==> src/rtl/debounce_multi.sv <==
// -----------------------------------------------------------------------------
// debounce_multi
//
// Multi-channel input debouncer. Each channel synchronizes its raw input, then
// a four-state FSM (LOW, WAIT_HI, HIGH, WAIT_LO) requires the synchronized
// level to stay at the new value for T consecutive cycles before the
// debounced output follows it. T is the shared stable_cnt, with 0 read as 1.
//
// Per-channel mode (mode[2i+1:2i]):
//   00 both edges debounced
//   01 rising edge debounced, falling edge taken immediately
//   10 falling edge debounced, rising edge taken immediately
//   11 bypass: out follows the synchronized input one cycle later
//
// Ports:
//   clk        clock, rising edge
//   rst_n      asynchronous active-low reset
//   in         raw asynchronous channel inputs        [N_CH]
//   stable_cnt required consecutive stable cycles     [CNT_W]
//   mode       per-channel mode, 2 bits per channel   [2*N_CH]
//   out        registered debounced level             [N_CH]
//   rise       one-cycle pulse on out 0->1            [N_CH]
//   fall       one-cycle pulse on out 1->0            [N_CH]
//   busy       channel is waiting for stability       [N_CH]
// -----------------------------------------------------------------------------
module debounce_multi #(
  parameter int N_CH        = 4,
  parameter int CNT_W       = 16,
  parameter int SYNC_STAGES = 2
) (
  input  logic                clk,
  input  logic                rst_n,
  input  logic [N_CH-1:0]     in,
  input  logic [CNT_W-1:0]    stable_cnt,
  input  logic [2*N_CH-1:0]   mode,
  output logic [N_CH-1:0]     out,
  output logic [N_CH-1:0]     rise,
  output logic [N_CH-1:0]     fall,
  output logic [N_CH-1:0]     busy
);

  typedef enum logic [1:0] {
    LOW     = 2'd0,
    WAIT_HI = 2'd1,
    HIGH    = 2'd2,
    WAIT_LO = 2'd3
  } state_t;

  localparam logic [1:0] MODE_BOTH = 2'b00;
  localparam logic [1:0] MODE_RISE = 2'b01;
  localparam logic [1:0] MODE_FALL = 2'b10;

  // A threshold of zero would never be reachable; treat it as one cycle.
  function automatic logic [CNT_W-1:0] eff_thresh(input logic [CNT_W-1:0] raw);
    return (raw == '0) ? CNT_W'(1) : raw;
  endfunction

  // ---- stage p0..pN: input synchronizer ----
  logic [N_CH-1:0] sync_p [SYNC_STAGES];
  logic [N_CH-1:0] s;

  always_ff @(posedge clk or negedge rst_n) begin
    if (!rst_n) begin
      for (int k = 0; k < SYNC_STAGES; k++) sync_p[k] <= '0;
    end else begin
      sync_p[0] <= in;
      for (int k = 1; k < SYNC_STAGES; k++) sync_p[k] <= sync_p[k-1];
    end
  end

  assign s = sync_p[SYNC_STAGES-1];

  // Shared threshold, decoded once for all channels.
  logic [CNT_W-1:0] thr;
  logic             t_one;

  assign thr   = eff_thresh(stable_cnt);
  assign t_one = (thr == CNT_W'(1));

  // ---- per-channel debounce FSM and registered outputs ----
  for (genvar i = 0; i < N_CH; i++) begin : g_ch
    state_t           state, state_nxt;
    logic [CNT_W-1:0] count, count_nxt;
    logic [CNT_W:0]   count_inc;
    logic             reached;
    logic [1:0]       md, md_q;
    logic             rise_db, fall_db, mode_chg;
    logic             out_q, rise_q, fall_q, busy_q;
    logic             out_nxt;

    assign md       = mode[2*i +: 2];
    assign rise_db  = (md == MODE_BOTH) || (md == MODE_RISE);
    assign fall_db  = (md == MODE_BOTH) || (md == MODE_FALL);
    assign mode_chg = (md != md_q);

    // One extra bit so count+1 >= T is exact even at T = 2^CNT_W-1.
    assign count_inc = {1'b0, count} + (CNT_W+1)'(1);
    assign reached   = (count_inc >= {1'b0, thr});

    always_comb begin
      state_nxt = state;
      count_nxt = count;
      unique case (state)
        LOW: begin
          count_nxt = '0;
          if (s[i]) begin
            if (rise_db && !t_one) begin
              state_nxt = WAIT_HI;
              count_nxt = CNT_W'(1);
            end else begin
              state_nxt = HIGH;
            end
          end
        end
        HIGH: begin
          count_nxt = '0;
          if (!s[i]) begin
            if (fall_db && !t_one) begin
              state_nxt = WAIT_LO;
              count_nxt = CNT_W'(1);
            end else begin
              state_nxt = LOW;
            end
          end
        end
        WAIT_HI: begin
          // A mode change abandons the pending edge; restart from the
          // current level under the new mode on the following cycle.
          if (mode_chg) begin
            state_nxt = LOW;
            count_nxt = '0;
          end else if (s[i]) begin
            if (reached) begin
              state_nxt = HIGH;
              count_nxt = '0;
            end else begin
              count_nxt = count_inc[CNT_W-1:0];
            end
          end else begin
            state_nxt = LOW;
            count_nxt = '0;
          end
        end
        WAIT_LO: begin
          if (mode_chg) begin
            state_nxt = HIGH;
            count_nxt = '0;
          end else if (!s[i]) begin
            if (reached) begin
              state_nxt = LOW;
              count_nxt = '0;
            end else begin
              count_nxt = count_inc[CNT_W-1:0];
            end
          end else begin
            state_nxt = HIGH;
            count_nxt = '0;
          end
        end
        default: begin
          state_nxt = LOW;
          count_nxt = '0;
        end
      endcase
    end

    assign out_nxt = (state_nxt == HIGH) || (state_nxt == WAIT_LO);

    always_ff @(posedge clk or negedge rst_n) begin
      if (!rst_n) begin
        state  <= LOW;
        count  <= '0;
        md_q   <= '0;
        out_q  <= 1'b0;
        rise_q <= 1'b0;
        fall_q <= 1'b0;
        busy_q <= 1'b0;
      end else begin
        state  <= state_nxt;
        count  <= count_nxt;
        md_q   <= md;
        out_q  <= out_nxt;
        rise_q <= out_nxt & ~out_q;
        fall_q <= ~out_nxt & out_q;
        busy_q <= (state_nxt == WAIT_HI) || (state_nxt == WAIT_LO);
      end
    end

    assign out[i]  = out_q;
    assign rise[i] = rise_q;
    assign fall[i] = fall_q;
    assign busy[i] = busy_q;
  end

endmodule
==> config.mk <==
export PLATFORM = sky130hd
export DESIGN_NAME = debounce_multi
export DESIGN_NICKNAME = d
export VERILOG_FILES = /design/src/rtl/debounce_multi.sv
export SDC_FILE = /design/constraint.sdc
export NUM_CORES = 1
export LEC_CHECK = 0
export BUFFER_PORTS_ARGS = -buffer_cell sky130_fd_sc_hd__buf_2
export CAP_MARGIN = 10
export CORE_AREA = 2 2 105 107
export DETAILED_ROUTE_END_ITERATION = 7
export DIE_AREA = 0 0 107 109
export PLACE_DENSITY = 0.85
export SYNTH_ARGS = -nofsm -noshare
export SYNTH_HDL_FRONTEND = slang
export SYNTH_SLANG_ARGS = --single-unit
==> constraint.sdc <==
create_clock -name clk -period 4.3 [get_ports clk]
set_input_delay 0.43 -clock clk [delete_from_list [all_inputs] [get_ports clk]]
set_output_delay 0.43 -clock clk [all_outputs]
set_load 0.005 [all_outputs]
; After elaboration in Yosys (flattened, before gate mapping)
; Cells that the tools add are included.
; W data, S select, Z words.
[classes]
addsub = 4
multipliers = 0
div_mod_pow = 0
magnitude_cmp = 4
eq_ne = 37
n_shift = 0
n_mux = 85
bitwise = 16
reduce_logical = 34
[ops]
columns = cell, count
row1 = $mux W16, 21
row2 = $pmux W16 S4, 4
row3 = $mux W2, 40
row4 = $add A16 B1 Y17 const B, 4
row5 = $ge A17 B16 Y1, 4
row6 = $eq A2 B2 Y1 const B, 20
row7 = $pmux W2 S4, 4
row8 = $eq A2 B1 Y1 const B, 12
row9 = $eq A16 B1 Y1 const B, 1
row10 = $logic_not A16 Y1, 1
row11 = $logic_not A2 Y1, 8
row12 = $logic_or A1 B1 Y1, 16
row13 = $mux W1, 16
row14 = $and A1 B1 Y1, 8
row15 = $logic_and A1 B1 Y1, 8
row16 = $ne A2 B2 Y1, 4
row17 = $not A1 Y1, 8
row18 = $logic_not A1 Y1, 1
[totals]
register_bits = 104
latch_bits = 0
ram_bits = 0
romBits = 0
in_bits = 30
output_inout_bits = 16
n_memories = 0

; Logic depth before layout (Yosys ltp)
; Gate-level depths: netlist of the first run.
[depth]
ltp_word = 12
mapped_depth = 15
mapped_depth_nobuf = 14

; Least setup slack after synthesis of the first run
; OpenSTA, ideal clock, no wires.
[synth_timing]
kind = reg2reg
startpoint = reg g_ch[1].count[0]
endpoint = reg g_ch[1].fall_q
setup_time_ps = 119
t_arrival_ps = 3151
required_time_ps = 4181
path_slack_ps = 1030
stages_incl_launch_ff = 15
n_path_buf = 1
synth_period_minus_slack_ps = 3270
path_cell_list = dfrtp_1 > ha_1 > and4_1 > and4_1 > clkbuf_1 > and4_1 > xor2_1 > ha_1 > a21oi_1 > nor2b_1 > a311o_1 > nor4b_1 > a21oi_1 > o211a_1 > and2_1
[synth_via]
elab_chain_cells = 10
word_cells_on_any_way = 14
cone_classes = add/sub (1) / order compare (1) / eq/ne (2) / mux (7) / bitwise (2) / reduce/logical (1)
[synth_rtl]
columns = item, line
row1 = start: declaration, 83  ; logic [CNT_W-1:0] count, count_nxt;
row2 = start signal: assignment, 180  ; count <= count_nxt;
row3 = $add A16 B1 Y17 *, 97  ; assign count_inc = {1'b0, count} + (CNT_W+1)'(1);
row4 = $ge A17 B16 Y1 *, 98  ; assign reached = (count_inc >= {1'b0, thr});
row5 = "$mux W2, on equally long branches", "149, 133"
row6 = "$mux W2, on equally long branches", "148, 132"
row7 = "$mux W2, on equally long branches", "145, 129"
row8 = $pmux W2 S4 *, 103  ; unique case (state)
row9 = $eq A2 B2 Y1, 167  ; assign out_nxt = (state_nxt == HIGH) || (state_nxt == WAIT_LO);
row10 = $logic_or A1 B1 Y1 *, 167
row11 = $not A1 Y1 *, 184  ; fall_q <= ~out_nxt & out_q;
row12 = $and A1 B1 Y1 *, 184
row13 = end signal: assignment, 184
row14 = end: declaration, 88  ; logic out_q, rise_q, fall_q, busy_q;
; Every way passes the cells marked *; elsewhere a longest branch is shown, timed or not.

; Final worst setup path of the first run
[layout_timing]
startpoint = reg g_ch[0].count[0]
endpoint = reg g_ch[0].fall_q
[layout_via]
elab_chain_cells = 10
word_cells_on_any_way = 14
cone_classes = add/sub (1) / order compare (1) / eq/ne (2) / mux (7) / bitwise (2) / reduce/logical (1)
[layout_rtl]
columns = item, line
row1 = start: declaration, 83
row2 = start signal: assignment, 180
row3 = $add A16 B1 Y17 *, 97
row4 = $ge A17 B16 Y1 *, 98
row5 = "$mux W2, on equally long branches", "149, 133"
row6 = "$mux W2, on equally long branches", "148, 132"
row7 = "$mux W2, on equally long branches", "145, 129"
row8 = $pmux W2 S4 *, 103
row9 = $eq A2 B2 Y1, 167
row10 = $logic_or A1 B1 Y1 *, 167
row11 = $not A1 Y1 *, 184
row12 = $and A1 B1 Y1 *, 184
row13 = end signal: assignment, 184
row14 = end: declaration, 88
; Marked as above.

==> results.md, run 1 <==
* # IOs at 46
* DRC marker count from the first detailed-route iteration at 372
* Maximum number of pins on one net before global-route repair at 64
* Post_cts resized at 0
* Maximum level of the CTS H-tree at 3
* CP Capture Type: flip-flop
* Total count of hold-check failures in the final report at 0
* Compound-gate portion of the synthesized area at 10.5%
* 1st-pass router iterations at 5
* Outcome: completed
* Area of the die at 11700 sq um
* Syn_area_per_cell at 9.83 sq um
* Cells after DPL at 798
* CP max stage delay at 0.46 ns
* Horizontal extent of the die at 107 microns
* Global route overflow at 0
* Worst R2R Setup Slack at 0.51 ns
* DRC errors left at 0
* Normalized max-slew margin at 44.9%
* Time the final worst path needs with I/O delays and setup at 3.79 ns
* Slowest cell on the critical path: a311oi_1
* Worst Setup Start Kind: flip-flop
* Number of standard-cell rows in the floorplan at 38
* Timing-limited maximum frequency at 264 MHz
* Antenna violations before repair at 0
* Required time worst endpoint at 4.62 ns
* Synthesized Nets at 729
* Chain of cells forming the critical path: ha_1 -> nand3_1 -> nor3_1 -> nand4_1 -> nor2_1 -> xor2_1 -> ha_1 -> a21o_1 -> a21o_1 -> a31oi_1 -> o221ai_1 -> o2111a_1 -> a311oi_1 -> and2_1
* Starting Density at 58.6%
* Inserted Diodes at 0
* Setup Total Neg Slack at 0 ns
* Critical path fanouts, max at 5
* GRT Util Overall at 25.5%
* Number of standard cells after synthesis at 632
* Warnings from Yosys at 0
* PwrDens at 328 nW/um^2
* Deepest clock path buffer count at 2
* Worst min path class: in2async
* Share of synthesized area spent on multiplexers at 0%
* Leading cell type in the layout, fill and taps excluded: dfrtp_1
* Synthesized-area fraction occupied by adder cells at 13.5%
* Count of antenna-violating nets left after detailed routing at 0
* Clock insertion delay at the later pin of the skew report at 0.38 ns
* Top post-synthesis cells by area: dfrtp_1 40%, ha_1 13%, xnor2_1 5.2%, xor2_1 3.9%, and3_1 3.8%
* Post-synthesis sequential element count at 100
* Highest-count cells in the layout ignoring fill and taps: 100 x dfrtp_1, 67 x ha_1, 44 x buf_2, 39 x nand2_1, 38 x and3_1
* Global routing's busiest layer: met2
* Arrival @ worst endpoint at 4.11 ns
* Global routing usage on met1 at 32.3%
* Number of vias per cell after detailed routing at 6.00
* Worst slew pin tran at 0.827 ns
* Met3 track demand over resource in global routing at 3.05%
* Clock buffer count from CTS at 9
* Sequential area share after synthesis at 40.3%
* Length in cells of the worst reg-to-reg path at 14
* Total via count in the routed design at 4881
* Global-route wire length before repair at 23100 microns
* Final-report max-slew violation count at 0
* Share of Yosys cell area claimed by the top area cell type at 40.3%
* Met2 demand-to-capacity share in global routing at 44.6%
* Total half-perimeter wirelength after legalization and detailed placement at 10600 microns
* Placeable Area at 10600 sq um
* Synth Area in XOR/XNOR at 9.16%
* Critical path origin: g_ch[0].count[0]
* Y dimension of the die at 109 microns
* Clock skew at 0.00663 ns
* Worst hold-check slack at 0.124 ns
* Layout net count at 766
* Post CTS Setup Buffer Count at 0
* CTS Hold Bufs at 0
* Number of max-capacitance violations reported at 0
* Post-route insts no fill at 814
* Critical path class: reg2reg
* Clock tree from TritonCTS: done
* Routability cong. at 0.883
* Unrepaired setup endpoints after global routing: false
* Reported leakage power at 3.53 nW
* Layout overhead on the synthesized area at 8.01%
* Launch instance of the worst register-to-register path: g_ch[0].count[0]
* Wire length per cell at 17.7 microns
* Period Utilization, post-route at 88.2%
* EDFF count, synth at 0
* Reg clk slew, reported paths at 0.10 ns
* Sum of routed wire length over all layers at 14400 microns
* Area fraction in and, or, nand and nor cells after synthesis at 22.1%
* Post-synthesis cell type with the largest combined area: dfrtp_1
* Reg-to-reg endpoint: g_ch[0].fall_q
* Most used flip-flop cell after synthesis: dfrtp_1
* Count of endpoints failing setup in the final report at 0
* Number of I/O port buffers at 45
* Cell area after synthesis at 6210 sq um
* Post-synthesis async set-or-reset flop share at 100%
* Number of clock sinks at 100
* Main combinational cell family by area after synthesis: simple AND/OR/NAND/NOR gates
* Fraction of layout instances using a drive strength above 1 at 11.7%
* Maximum vdd ir drop at 0.000264 V
* Clk Tree Root Cell: clkbuf_8
* Number of global-route vias before repair at 4833
* Library cells used by synthesis at 52
## cells in the mapped netlist (all sizes together) (2+ instances only)
cell type / n
nand2b: 4
and3: 38
o21ai: 21
nor3: 9
a211oi: 2
nor4: 5
o22a: 2
buf: 18
nand4: 12
nand2: 39
a21oi: 25
xnor2: 37
inv: 31
and4: 14
a311o: 2
dfrtp: 100
ha: 67
o21a: 5
and2b: 6
nor3b: 4
o211ai: 5
nor2: 37
and2: 5
nor2b: 30
a311oi: 2
nor4b: 2
xor2: 28
o221ai: 2
a21o: 16
clkbuf: 8
nand3: 35
or3: 3
a211o: 4
## layer usage
metal | share of wire [%] | up-vias
li1 | - | 2308
met4 | 2.7 | 0
met5 | 0 | -
met1 | 43 | 2371
met2 | 49 | 167
met3 | 5.0 | 35
## flip-flops by register name (all words and copies together) (netlist names)
register     cells
g_ch.count      64
g_ch.md_q        8
g_ch.state       8
g_ch.fall_q      4
g_ch.rise_q      4
s                4
sync_p           4
g_ch.out_q       3
g_ch.busy_q      1
## per-stage QoR
step | area (sq um) | utilization [%] | power (mW) | setup slack, ns
3_5_place_dp | 6500 | 61.4 | 1.58 | 0.575
4_1_cts | 6710 | 63.3 | 2.21 | 0.531
3_3_place_gp | 6500 | 61.4 | 1.55 | 0.718
5_1_grt | 6710 | 63.3 | 2.32 | 0.251
6_report | 6710 | 63.3 | 2.20 | 0.506
2_1_floorplan | 6210 | - | 1.47 | 1.03
## critical path, delay by kind of cell (launching register included)
kind                       cells  cell delay (ns)
AOI/OAI and AO/OA              6             1.38
and+or+nand+nor                5             1.16
adders and majority gates      2             0.50
DFF                            1             0.45
xor gates and xnor gates       1             0.23
## kinds of logic after synthesis
family / count (synthesis)
and+or+nand+nor: 246
DFF: 100
buffers and inverters: 57
adders and majority gates: 67
xor gates and xnor gates: 65
AOI/OAI and AO/OA: 97
## worst max path at each step
stage,slack [ns],cells after the start,to
3_3_place_gp,0.72,14,g_ch[0].fall_q
6_report,0.51,14,g_ch[0].fall_q
5_1_grt,0.25,14,g_ch[0].fall_q
4_1_cts,0.53,14,g_ch[0].fall_q
3_5_place_dp,0.58,12,g_ch[1].count[10]
2_1_floorplan,1.03,14,g_ch[1].fall_q
## area by class of cell
type                       count  area (sq um)
multi-input combinational    475          3430
tap                          140           175
inverter                      31           116
sequential                   100          2500
clock inverter                 7          83.8
clock buffer                   9           124
timing repair buffer          52           280
fill                         852          3890
## report_power, final
part | switching, mW | internal [mW]
sequential | 0.0997 | 1.04
clock | 0.359 | 0.278
combinational | 0.235 | 0.190
total | 0.693 | 1.51
No activity file was read; power rests on OpenSTA's default activity.
==> run 2: changes to the inputs <==
--- a/config.mk
+++ b/config.mk
@@ -7,10 +7,10 @@
 export LEC_CHECK = 0
 export BUFFER_PORTS_ARGS = -buffer_cell sky130_fd_sc_hd__buf_2
 export CAP_MARGIN = 10
-export CORE_AREA = 2 2 105 107
+export CORE_AREA = 2 2 121 123
 export DETAILED_ROUTE_END_ITERATION = 7
-export DIE_AREA = 0 0 107 109
-export PLACE_DENSITY = 0.85
+export DIE_AREA = 0 0 123 125
+export PLACE_DENSITY = 0.68
 export SYNTH_ARGS = -nofsm -noshare
 export SYNTH_HDL_FRONTEND = slang
 export SYNTH_SLANG_ARGS = --single-unit
==> run 2 against run 1 <==
  * Non-clock buffer count stayed put
  * Die area is 32% higher
  * Clock skew is 0.00084 ns higher
  * Largest power group unchanged
==> results.md, run 2 (synthesis results as in run 1) <==
* Number of global-route vias before repair at 4770 (-1.3%)
* DRC marker count from the first detailed-route iteration at 293 (-21%)
* Maximum level of the CTS H-tree at 3 (unchanged)
* Layout net count at 766 (unchanged)
* Critical path class: reg2reg
* Total via count in the routed design at 4734 (-3.0%)
* Count of endpoints failing setup in the final report at 0 (unchanged)
* Maximum vdd ir drop at 0.000193 V (-27%)
* Reg clk slew, reported paths at 0.07 ns (-0.03 ns)
* Horizontal extent of the die at 123 microns (+15%)
* Deepest clock path buffer count at 2 (unchanged)
* Maximum number of pins on one net before global-route repair at 68 (+6.3%)
* CTS Hold Bufs at 0 (unchanged)
* Area of the die at 15400 sq um (+32%)
* Y dimension of the die at 125 microns (+15%)
* Highest-count cells in the layout ignoring fill and taps: 100 x dfrtp_1, 67 x ha_1, 44 x buf_2, 39 x nand2_1, 38 x and3_1
* Starting Density at 43.8% (-15 points)
* Unrepaired setup endpoints after global routing: false
* Normalized max-slew margin at 42.4% (-2.5 points)
* Length in cells of the worst reg-to-reg path at 14 (unchanged)
* Inserted Diodes at 0 (unchanged)
* Layout overhead on the synthesized area at 10.4%
* PwrDens at 349 nW/um^2 (+6.3%)
* Number of fill cells at 1283 (+51%)
* Total count of hold-check failures in the final report at 0 (unchanged)
* Time the final worst path needs with I/O delays and setup at 3.85 ns (+0.0554 ns)
* Worst slew pin tran at 0.865 ns (+0.0380 ns)
* # IOs at 46 (unchanged)
* Total power of the final layout at 2.40 mW (+8.7%)
* Leading cell type in the layout, fill and taps excluded: dfrtp_1
* Number of clock sinks at 100 (unchanged)
* Critical path fanouts, max at 5 (unchanged)
* Number of max-capacitance violations reported at 0 (unchanged)
* Total half-perimeter wirelength after legalization and detailed placement at 10600 microns (-0.32%)
* Reported leakage power at 3.58 nW (+1.3%)
* Largest registers: g_ch.count: 64 flops, g_ch.md_q: 8 flops, g_ch.state: 8 flops
* Post_cts resized at 0 (unchanged)
* Arrival @ worst endpoint at 4.13 ns (+0.02 ns)
* Worst Setup Start Kind: flip-flop
* Post CTS Setup Buffer Count at 0 (unchanged)
* Clk Tree Root Cell: clkbuf_16
* Reg area at 2500 sq um (unchanged)
* Placeable Area at 14200 sq um (+34%)
* Number of vias per cell after detailed routing at 5.52 (-8.0%)
* Worst R2R Setup Slack at 0.45 ns (-0.06 ns)
* Routability cong. at 0.851 (-3.6%)
* Number of standard-cell rows in the floorplan at 44 (+16%)
* Launch instance of the worst register-to-register path: g_ch[0].count[0]
* Sum of routed wire length over all layers at 14300 microns (-0.60%)
* Timing-limited maximum frequency at 260 MHz (-1.4%)
* Outcome: completed
* Clock buffer count from CTS at 9 (unchanged)
* Antenna violations before repair at 0 (unchanged)
* GRT Util Overall at 19.8% (-5.7 points)
* 1st-pass router iterations at 7 (+2)
* Period Utilization, post-route at 89.5% (+1.3 points)
* Count of antenna-violating nets left after detailed routing at 0 (unchanged)
* Most flop-heavy register: g_ch.count
* Fraction of layout instances using a drive strength above 1 at 11.6% (-0.15 points)
* Global route overflow at 0 (unchanged)
* Number of I/O port buffers at 45 (unchanged)
* Global-route wire length before repair at 23700 microns (+2.9%)
* DRC errors left at 0 (unchanged)
* Worst min path class: in2async
* CP Capture Type: flip-flop
* Final-report max-slew violation count at 0 (unchanged)
* Number of flip-flops in the largest register at 64 (unchanged)
* Clock tree from TritonCTS: done
* Wire length per cell at 16.7 microns (-5.7%)
* Area used by multi-input combinational logic at 3430 sq um (unchanged)
* Clock insertion delay at the later pin of the skew report at 0.35 ns (-0.03 ns)
* Required time worst endpoint at 4.58 ns (-0.04 ns)
* Clock skew at 0.00747 ns (+0.000842 ns)
* Reg-to-reg endpoint: g_ch[0].fall_q
* Setup Total Neg Slack at 0 ns (unchanged)
## run 2: changes by cell type in the layout (fill, tap and decap cells not counted), moves of 2 or more
cell | before | now
clkinv_2 | 0 | 2
clkinv_4 | 3 | 0
clkbuf_16 | 0 | 9
clkbuf_8 | 9 | 2
## run 2: report_power, final
group / switching (mW) / internal, mW / leakage (nW) / total [mW]
Clock: 0.353 / 0.481 / 0.149 / 0.834
Sequential: 0.0932 / 1.04 / 1.33 / 1.14
Combinational: 0.234 / 0.191 / 2.10 / 0.425
Total: 0.680 / 1.72 / 3.58 / 2.40
## run 2: worst max path at each step
stage,start,endpoint,cells past startpoint
2_1_floorplan,g_ch[1].count[0],g_ch[1].fall_q,14
3_3_place_gp,stable_cnt[5],g_ch[1].count[10],12
3_5_place_dp,stable_cnt[5],g_ch[1].count[12],12
4_1_cts,g_ch[0].count[0],g_ch[0].fall_q,14
5_1_grt,g_ch[0].count[0],g_ch[0].fall_q,14
6_report,g_ch[0].count[0],g_ch[0].fall_q,14
## run 2: area by class of cell
cell class | instances | share of cell area, %
Inverter | 31 | 1.70
Multi-Input combinational cell | 475 | 50.0
Timing Repair Buffer | 52 | 4.08
Sequential cell | 100 | 36.5
Clock buffer | 12 | 3.74
Tap cell | 184 | 3.35
Clock inverter | 4 | 0.693
## run 2: worst max-delay path, cell delays in order, from the launching register on
cell and delay (ns):
dfrtp_1 0.40, ha_1 0.20, nand3_1 0.14, nor3_1 0.35, nand4_1 0.25, nor2_1 0.17, xor2_1 0.20, ha_1 0.27
a21o_1 0.16, a21o_1 0.17, a31oi_1 0.14, o221ai_1 0.18, o2111a_1 0.28, a311oi_1 0.64, and2_1 0.23
## run 2: through the flow
stage | cell area, sq um | std cells | setup WS (ns) | hold WS (ns) | utilization, %
2_1_floorplan | 6210 | 632 | 1.03 | 0.134 | -
3_3_place_gp | 6560 | 842 | 0.445 | 0.332 | 46.2
3_5_place_dp | 6560 | 842 | 0.342 | 0.336 | 46.2
4_1_cts | 6860 | 858 | 0.456 | 0.172 | 48.3
5_1_grt | 6860 | 858 | 0.0538 | 0.172 | 48.3
6_report | 6860 | 858 | 0.451 | 0.170 | 48.3
## run 2: layer usage
metal	part of all wire [%]	track usage (%)
met3	6.3	5.38
met5	0	0
met1	46	27.3
met4	2.0	5.61
met2	46	30.5
==> run 3: changes to the inputs <==
--- a/config.mk
+++ b/config.mk
@@ -7,10 +7,12 @@
 export LEC_CHECK = 0
 export BUFFER_PORTS_ARGS = -buffer_cell sky130_fd_sc_hd__buf_2
 export CAP_MARGIN = 10
+export CELL_PAD_IN_SITES_DETAIL_PLACEMENT = 0
+export CELL_PAD_IN_SITES_GLOBAL_PLACEMENT = 1
 export CORE_AREA = 2 2 121 123
 export DETAILED_ROUTE_END_ITERATION = 7
 export DIE_AREA = 0 0 123 125
-export PLACE_DENSITY = 0.68
+export PLACE_DENSITY = 0.81
 export SYNTH_ARGS = -nofsm -noshare
 export SYNTH_HDL_FRONTEND = slang
 export SYNTH_SLANG_ARGS = --single-unit
==> run 3 against run 2 <==
  * Hold slack improved by 0.0094 ns
  * Flip-flop and latch count did not move
  * Worst setup slack improved by 0.034 ns
  * Clock skew up 0.0013 ns
  * Non-clock buffer count rose by 1
  * Via count down 0.99%
  * Clock power up 5.6%
  * Fmax grew 0.88%
  * Routed wire length shrank 0.24%
  * Critical endpoint unchanged
==> results.md, run 3 (synthesis results as in run 1) <==
* Outcome: completed
* DRC errors left at 0 (unchanged)
* Unrepaired setup endpoints after global routing: false
* Most flop-heavy register: g_ch.count
* Global-route wire length before repair at 23700 microns (about the same)
* Horizontal extent of the die at 123 microns (unchanged)
* Layout net count at 767 (+0.13%)
* Total count of hold-check failures in the final report at 0 (unchanged)
* Leading cell type in the layout, fill and taps excluded: dfrtp_1
* Post_cts resized at 0 (unchanged)
* Number of global-route vias before repair at 4743 (-0.57%)
* Maximum vdd ir drop at 0.000210 V (+8.6%)
* Setup Total Neg Slack at 0 ns (unchanged)
* Critical path class: reg2reg
* Placeable Area at 14200 sq um (unchanged)
* Worst slew pin tran at 0.911 ns (+0.0466 ns)
* CTS Hold Bufs at 0 (unchanged)
* Timing-limited maximum frequency at 262 MHz (+0.88%)
* Post CTS Setup Buffer Count at 0 (unchanged)
* Total power of the final layout at 2.43 mW (+1.6%)
* Number of flip-flops in the largest register at 64 (unchanged)
* Routability cong. at 0.871 (+2.4%)
* Arrival @ worst endpoint at 4.11 ns (-0.02 ns)
* Clock buffer count from CTS at 9 (unchanged)
* Fraction of layout instances using a drive strength above 1 at 11.7% (+0.13 points)
* Slowest cell on the critical path: a311oi_1
* Time the final worst path needs with I/O delays and setup at 3.82 ns (-0.0337 ns)
* Largest registers: g_ch.count: 64 flops, g_ch.md_q: 8 flops, g_ch.state: 8 flops
* Number of clock sinks at 100 (unchanged)
* Total half-perimeter wirelength after legalization and detailed placement at 10600 microns (-0.31%)
* Worst R2R Setup Slack at 0.48 ns (+0.03 ns)
* Starting Density at 43.8% (unchanged)
* Total via count in the routed design at 4687 (-0.99%)
* Count of antenna-violating nets left after detailed routing at 0 (unchanged)
* Number of vias per cell after detailed routing at 5.46 (-1.1%)
* Number of max-capacitance violations reported at 0 (unchanged)
* Chain of cells forming the critical path: ha_1 -> nand3_1 -> nor3_1 -> nand4_1 -> nor2_1 -> xor2_1 -> ha_1 -> a21o_1 -> a21o_1 -> a31oi_1 -> o221ai_1 -> o2111a_1 -> a311oi_1 -> and2_1
* Inserted Diodes at 0 (unchanged)
* CP Capture Type: flip-flop
* Worst Setup Start Kind: flip-flop
* Post-layout util at 48.5% (+0.15 points)
* 1st-pass router iterations at 4 (-3)
* Final-report max-slew violation count at 0 (unchanged)
* Wire length per cell at 16.6 microns (-0.36%)
* Deepest clock path buffer count at 2 (unchanged)
* Number of standard-cell rows in the floorplan at 44 (unchanged)
* DRC marker count from the first detailed-route iteration at 250 (-15%)
* GRT Util Overall at 19.9% (+0.13 points)
* Y dimension of the die at 125 microns (unchanged)
* Clock skew at 0.00876 ns (+0.00129 ns)
* Maximum level of the CTS H-tree at 3 (unchanged)
* Maximum number of pins on one net before global-route repair at 72 (+5.9%)
* Clock insertion delay at the later pin of the skew report at 0.35 ns (about the same)
* Period Utilization, post-route at 88.7% (-0.78 points)
* Normalized max-slew margin at 39.2% (-3.1 points)
* CP max stage delay at 0.57 ns (-0.07 ns)
* Clk Tree Root Cell: clkbuf_16
* Layout overhead on the synthesized area at 10.8%
* Antenna violations before repair at 0 (unchanged)
* Worst min path class: in2reg
* Count of endpoints failing setup in the final report at 0 (unchanged)
* Required time worst endpoint at 4.59 ns (about the same)
* Global route overflow at 0 (unchanged)
* Sum of routed wire length over all layers at 14300 microns (-0.24%)
* Area of the die at 15400 sq um (unchanged)
* Clock tree from TritonCTS: done
* Reported leakage power at 3.60 nW (+0.45%)
* # IOs at 46 (unchanged)
* Critical path fanouts, max at 5 (unchanged)
* Number of I/O port buffers at 45 (unchanged)
* Highest-count cells in the layout ignoring fill and taps: 100 x dfrtp_1, 67 x ha_1, 44 x buf_2, 39 x nand2_1, 38 x and3_1
* PwrDens at 353 nW/um^2 (+1.3%)
* Reg clk slew, reported paths at 0.07 ns (about the same)
-- run 3: cell type report --
cell class,instances,area [sq um]
fill,1329,7320
clock inverter,5,75.1
multi-input combinational,475,3430
tap,184,230
timing repair buffer,53,288
clock buffer,11,243
inverter,31,116
sequential,100,2500
-- run 3: power breakdown --
part	switching (mW)	internal, mW
registers	0.0922	1.04
logic	0.228	0.188
clock network	0.358	0.523
total	0.678	1.76
-- run 3: routing by layer --
metal | wire length (microns) | GRT usage, % | vias up | share of wire (%)
met5 | 0 | 0 | - | 0
met4 | 298 | 6.89 | 0 | 2.1
met3 | 482 | 3.06 | 19 | 3.4
met2 | 6950 | 33.1 | 85 | 49
met1 | 6570 | 26.3 | 2276 | 46
li1 | - | - | 2307 | -
-- run 3: worst paths after layout --
kind,end,from,cells past startpoint
worst max-delay path,g_ch[0].fall_q,g_ch[0].count[0],14
worst min-delay path,sync_p[4],in[0],1
worst max register to register,g_ch[0].fall_q,g_ch[0].count[0],14
worst min register to register,s[2],sync_p[6],0
max in group asynchronous,g_ch[0].rise_q,rst_n,2
min in group asynchronous,g_ch[2].count[15],rst_n,1
-- run 3: stage by stage --
stage | area (sq um) | setup WS [ns] | hold slack (ns) | cells
final | 6890 | 0.485 | 0.180 | 859
after global routing | 6890 | 0.184 | 0.169 | 859
after CTS | 6890 | 0.502 | 0.170 | 859
after detailed placement | 6570 | 0.570 | 0.336 | 843
after global placement | 6570 | 0.623 | 0.334 | 843
after floorplan | 6210 | 1.03 | 0.134 | 632
-- run 3: worst max-delay path, delay by kind of cell (launching register included) --
| kind | cells | cell delay, ns |
|---|---|---|
| AOI/OAI and AO/OA | 6 | 1.56 |
| and+or+nand+nor | 5 | 1.08 |
| xor gates and xnor gates | 1 | 0.22 |
| DFF | 1 | 0.41 |
| adders and majority gates | 2 | 0.49 |
